<file path="config.mk">
export PLATFORM = sky130hd
export DESIGN_NAME = button_reset_conditioner_flat
export DESIGN_NICKNAME = d
export VERILOG_FILES = /design/src/rtl/button_if.sv /design/src/rtl/button_reset_conditioner.sv /design/src/flat_wrapper.sv
export SDC_FILE = /design/constraint.sdc
export NUM_CORES = 1
export LEC_CHECK = 0
export ABC_AREA = 1
export BUFFER_PORTS_ARGS = -buffer_cell sky130_fd_sc_hd__buf_4
export CAP_MARGIN = 40
export CORE_ASPECT_RATIO = 1.25
export CORE_MARGIN = 2
export CORE_UTILIZATION = 40
export DETAILED_ROUTE_END_ITERATION = 8
export GPL_TIMING_DRIVEN = 0
export SLEW_MARGIN = 5
export SYNTH_ARGS = -nofsm -noshare
export SYNTH_HDL_FRONTEND = slang
export SYNTH_SLANG_ARGS = --single-unit
</file>
<file path="constraint.sdc">
create_clock -name clk25 -period 3.6 [get_ports clk25]
set_input_delay 0.36 -clock clk25 [delete_from_list [all_inputs] [get_ports clk25]]
set_output_delay 0.36 -clock clk25 [all_outputs]
set_load 0.1 [all_outputs]
</file>
<file path="src/rtl/button_if.sv">
// Board push-button bundle: raw pins in, conditioned levels, pulses and system reset out.
// master = board/driver side, slave = conditioner side.
interface button_if #(
  parameter int NUM_BUTTONS = 3
);
  logic [NUM_BUTTONS-1:0] button_in;
  logic [NUM_BUTTONS-1:0] btn_level;
  logic [NUM_BUTTONS-1:0] btn_press;
  logic [NUM_BUTTONS-1:0] btn_release;
  logic                   sys_rst_n;

  modport master (
    output button_in,
    input  btn_level,
    input  btn_press,
    input  btn_release,
    input  sys_rst_n
  );

  modport slave (
    input  button_in,
    output btn_level,
    output btn_press,
    output btn_release,
    output sys_rst_n
  );
endinterface

</file>
<file path="src/rtl/button_reset_conditioner.sv">
// Synchronise/debounce board buttons and generate a stretched system reset.
// Ports: clk25, rst_n (async low), btn (button_if.slave: pins in; level/press/release/sys_rst_n out).
module button_reset_conditioner #(
  parameter int NUM_BUTTONS       = 3,
  parameter int DEBOUNCE_CYCLES   = 250000,
  parameter int RESET_HOLD_CYCLES = 65536,
  parameter int RESET_BUTTON      = 0,
  parameter int BUTTON_ACTIVE_LOW = 1
) (
  input  logic    clk25,
  input  logic    rst_n,
  button_if.slave btn
);

  localparam int CW = $clog2(DEBOUNCE_CYCLES + 1);
  localparam int HW = $clog2(RESET_HOLD_CYCLES);
  localparam logic [CW-1:0] CMAX = CW'(DEBOUNCE_CYCLES - 1);
  localparam logic [HW-1:0] HMAX = HW'(RESET_HOLD_CYCLES - 1);
  localparam logic [NUM_BUTTONS-1:0] IDLE =
    {NUM_BUTTONS{BUTTON_ACTIVE_LOW != 0}};

  typedef enum logic {
    HOLD,
    RUN
  } state_e;

  logic [NUM_BUTTONS-1:0] sync1_q;
  logic [NUM_BUTTONS-1:0] sync2_q;
  logic [NUM_BUTTONS-1:0] pressed;
  logic [NUM_BUTTONS-1:0] level_q;
  logic [NUM_BUTTONS-1:0] level_d;
  logic [NUM_BUTTONS-1:0] press_q;
  logic [NUM_BUTTONS-1:0] press_d;
  logic [NUM_BUTTONS-1:0] release_q;
  logic [NUM_BUTTONS-1:0] release_d;
  logic [NUM_BUTTONS-1:0][CW-1:0] cnt_q;
  logic [NUM_BUTTONS-1:0][CW-1:0] cnt_d;

  state_e        state_q;
  state_e        state_d;
  logic [HW-1:0] hcnt_q;
  logic [HW-1:0] hcnt_d;
  logic          srst_q;
  logic          srst_d;

  // XOR with the idle pin level gives 1 = pressed
  assign pressed = sync2_q ^ IDLE;

  always_comb begin
    level_d   = level_q;
    press_d   = '0;
    release_d = '0;
    cnt_d     = cnt_q;
    for (int i = 0; i < NUM_BUTTONS; i++) begin
      if (pressed[i] == level_q[i]) begin
        cnt_d[i] = '0;
      end else if (cnt_q[i] == CMAX) begin
        level_d[i]   = pressed[i];
        cnt_d[i]     = '0;
        press_d[i]   = pressed[i];
        release_d[i] = ~pressed[i];
      end else begin
        cnt_d[i] = cnt_q[i] + 1'b1;
      end
    end
  end

  // Reset FSM looks at the registered level, so a
  // press drops sys_rst_n one edge after btn_level rises
  always_comb begin
    state_d = state_q;
    hcnt_d  = hcnt_q;
    srst_d  = srst_q;
    unique case (state_q)
      HOLD: begin
        srst_d = 1'b0;
        if (level_q[RESET_BUTTON]) begin
          hcnt_d = '0;
        end else if (hcnt_q == HMAX) begin
          state_d = RUN;
          hcnt_d  = '0;
          srst_d  = 1'b1;
        end else begin
          hcnt_d = hcnt_q + 1'b1;
        end
      end
      RUN: begin
        srst_d = 1'b1;
        if (level_q[RESET_BUTTON]) begin
          state_d = HOLD;
          hcnt_d  = '0;
          srst_d  = 1'b0;
        end
      end
      default: begin
        state_d = HOLD;
        hcnt_d  = '0;
        srst_d  = 1'b0;
      end
    endcase
  end

  always_ff @(posedge clk25 or negedge rst_n) begin
    if (!rst_n) begin
      sync1_q   <= IDLE;
      sync2_q   <= IDLE;
      level_q   <= '0;
      press_q   <= '0;
      release_q <= '0;
      cnt_q     <= '0;
      state_q   <= HOLD;
      hcnt_q    <= '0;
      srst_q    <= 1'b0;
    end else begin
      sync1_q   <= btn.button_in;
      sync2_q   <= sync1_q;
      level_q   <= level_d;
      press_q   <= press_d;
      release_q <= release_d;
      cnt_q     <= cnt_d;
      state_q   <= state_d;
      hcnt_q    <= hcnt_d;
      srst_q    <= srst_d;
    end
  end

  assign btn.btn_level   = level_q;
  assign btn.btn_press   = press_q;
  assign btn.btn_release = release_q;
  assign btn.sys_rst_n   = srst_q;

endmodule

</file>
<file path="src/flat_wrapper.sv">
// flat-port wrapper written by rule: the top's interface ports become plain ports
module button_reset_conditioner_flat 
#(
  parameter int NUM_BUTTONS       = 3,
  parameter int DEBOUNCE_CYCLES   = 250000,
  parameter int RESET_HOLD_CYCLES = 65536,
  parameter int RESET_BUTTON      = 0,
  parameter int BUTTON_ACTIVE_LOW = 1
)
  (clk25, rst_n, btn_button_in, btn_btn_level, btn_btn_press, btn_btn_release, btn_sys_rst_n);
  button_if #(.NUM_BUTTONS(NUM_BUTTONS)) btn_i ();
  input  logic clk25;
  input  logic rst_n;
  input wire logic [$bits(btn_i.button_in)-1:0] btn_button_in;
  output wire logic [$bits(btn_i.btn_level)-1:0] btn_btn_level;
  output wire logic [$bits(btn_i.btn_press)-1:0] btn_btn_press;
  output wire logic [$bits(btn_i.btn_release)-1:0] btn_btn_release;
  output wire logic [$bits(btn_i.sys_rst_n)-1:0] btn_sys_rst_n;
  assign btn_i.button_in = btn_button_in;
  assign btn_btn_level = btn_i.btn_level;
  assign btn_btn_press = btn_i.btn_press;
  assign btn_btn_release = btn_i.btn_release;
  assign btn_sys_rst_n = btn_i.sys_rst_n;
  button_reset_conditioner #(.NUM_BUTTONS(NUM_BUTTONS), .DEBOUNCE_CYCLES(DEBOUNCE_CYCLES), .RESET_HOLD_CYCLES(RESET_HOLD_CYCLES), .RESET_BUTTON(RESET_BUTTON), .BUTTON_ACTIVE_LOW(BUTTON_ACTIVE_LOW)) u_core (.clk25(clk25), .rst_n(rst_n), .btn(btn_i));
endmodule
</file>
==> metrics.cfg <==
[finish]
mostFrequentLayoutCells=nand2_1 (134), nor2_1 (128), dfrtp_1 (80), inv_1 (72), nand3_1 (35)
finalNetCount=632
utilization_pct=47.2
antenna_cells=0
area_growth_syn_to_layout_pct=14.2
drive_gt1_share_pct=13.1
final_common_cell=nand2_1

[place]
hpwl_um=6490
gp_congestion=0.805
io_buffers=14

[routing]
vias=3670
drtIter0Drc=103
viasPerCell=4.81
drc=0
ant_nets=0
wl_per_cell_um=11.7
drt-pass1-iter-count=4
finalWirelength_um=8890

[setup_path]
crit_family=simple AND/OR/NAND/NOR gates
worstPathRequired_ns=3.82
slowest_stage=dfrtp_1
r2r_setup_slack_ns=2.06
cp-start-kind=register
worstPathArrival_ns=1.76
path_class=register to register
cp.depth=8
cp_max_fo=7
reg2reg_depth=8
end_kind=register
path_cells=ha_1 > nand2_1 > nor2_2 > inv_2 > nor2_1 > nand3_2 > nand2_2 > nor2_1
cpPeakStageDelay_ns=0.39
worst-path-buf-inv=1
cp_common_cell=nor2_1

[synth]
ys_warn_count=0
ys_seq_area_share_pct=46.9
synth_area_um2=4600
synth_seq_cells=86
synthCells=596
synth_cell_type_count=28
synth_nets=605
postSynthAreaPerCell_um2=7.72

[clocking]
cts_made_buffers=9
worstSkewPairLatency_ns=0.33
cts_buffer_depth=2
h-tree-depth=3
clkTransAtPathRegs_ns=0.06
postCtsSetupRepairBufs=0
cts_num_sinks=86
tritoncts=yes
ctsRootBufferMaster=clkbuf_16

[hold_path]
holdPathStages=1
hold_path.class=primary input to register

[die]
io-pin-count=15
fp.coreArea_um2=11100
start_util_pct=41.3
num_rows=43
die_area_um2=12400
fp.dieH_um=124
die_x_um=99.9

[pwr]
power_density_nw_per_um2=401
irDropWorstVdd_mv=0.300
p_leak_nw=2.35

[sta]
fmax_ghz=0.650
relSlewSlack_pct=70.9
clock_skew_ns=0.00714
rsz0062_at_grt=false
timing.final.crit_period_ns=1.54
post-route-period-util_pct=42.7
final_hold_viol_count=0
drv_slew=0
tns_ns=0
setup_viol=0
worstMarginPinSlew_ns=0.435

[global_routing]
grt_pass1_vias=3602
antenna_found_initial=0
track_usage_pct=15.9
grt_max_degree=66
grt_pass1_wl_um=15700
gr-total-overflow=0

[run]
maxCapViolCount=0

[status]
outcome=finished, final reports clean

cells by family (layout without fill, tap and decap cells):
group                    Yosys count  after routing  share of synthesized area [%]
AO/OA/AOI/OAI                     25             25                           2.77
XOR/XNOR                          33             33                           6.28
adder cells (fa/ha/maj)            4              4                           1.09
buffers and inverters             78            110                           6.47
flip-flops                        86             86                           46.9
AND/OR/NAND/NOR                  370            370                           36.4
through the flow:
stage / instance area [µm²] / total power, W / hold slack [ns] / cells / setup slack (ns)
floorplan: 4600 / 0.00103 / 0.0644 / 596 / 1.76
global placement: 4870 / 0.00106 / 0.346 / 745 / 2.05
detailed placement: 4900 / 0.00107 / 0.280 / 746 / 2.03
CTS: 5250 / 0.00214 / 0.115 / 763 / 2.03
global route: 5250 / 0.00219 / 0.116 / 763 / 1.89
finish: 5250 / 0.00211 / 0.131 / 763 / 2.06
metal layers:
metal  routed length [µm]  part of all wire, %  track usage (%)
met1                 4210                   47             19.9
met3                  210                  2.4             3.59
met2                 4370                   49             27.5
met5                    0                    0                0
met4                  111                  1.2             5.05
synth_stat cells:
cell,count,share of area (%)
nor2_2,11,1.5
o21bai_1,1,0.16
o21ai_0,2,0.22
xnor2_1,14,2.7
nand2_4,1,0.24
nand2_1,134,11
nor2_4,9,2.2
nand2_2,13,1.8
nor2_1,128,10
inv_1,72,5.9
nor3b_1,1,0.16
nand4_1,18,2.4
ha_1,4,1.1
or2_1,1,0.14
o21ai_1,12,1.3
nand3_2,6,1.3
clkinv_2,1,0.11
inv_4,1,0.14
or2_2,1,0.14
dfstp_2,6,3.4
nor3_1,11,1.2
nand3_1,35,3.8
xor2_1,19,3.6
dfrtp_1,80,44
buf_2,1,0.11
inv_2,3,0.24
nand3b_1,1,0.16
a21oi_1,10,1.1
path summary, 6_finish.rpt:
check / start / endpoint
setup / recovery: u_core.cnt_q[18] / u_core.cnt_q[34]
hold / removal: btn_button_in[1] / u_core.sync1_q[1]
setup reg to reg: u_core.cnt_q[18] / u_core.cnt_q[34]
min in group asynchronous: rst_n / u_core.cnt_q[37]
max in group asynchronous: rst_n / u_core.sync2_q[0]
hold reg to reg: u_core.sync1_q[1] / u_core.sync2_q[1]
area by class of cell:
| cell class | count | area (µm²) |
|---|---|---|
| Sequential cell | 86 | 2160 |
| Tap cell | 135 | 169 |
| Clock buffer | 12 | 246 |
| Multi-Input combinational cell | 432 | 2140 |
| Inverter | 77 | 293 |
| Fill cell | 1122 | 5880 |
| Timing Repair Buffer | 16 | 143 |
| Clock inverter | 4 | 95.1 |
| Buffer | 1 | 5.00 |
timing repair:
action,in CTS,in global routing
hold endpoints to repair,21,0
resized for setup,0,0
hold buffers,1,0
registers in the layout, summed over array words and instances (netlist names):
name                    flops
u_core.hcnt_q              16
u_core.cnt_q               54
u_core.sync1_q              3
u_core.sync2_q              3
u_core.btn.btn_level        3
u_core.btn.sys_rst_n        1
u_core.btn.btn_press        3
u_core.btn.btn_release      3
report_power, final:
part	leakage (nW)	internal, W	switching [W]	total, W
Sequential	1.16	0.000981	0.00000926	0.000990
Combinational	1.02	0.0000169	0.0000407	0.0000576
Clock	0.167	0.000696	0.000365	0.00106
Total	2.35	0.00169	0.000415	0.00211
No activity file was read; power rests on OpenSTA's default activity.
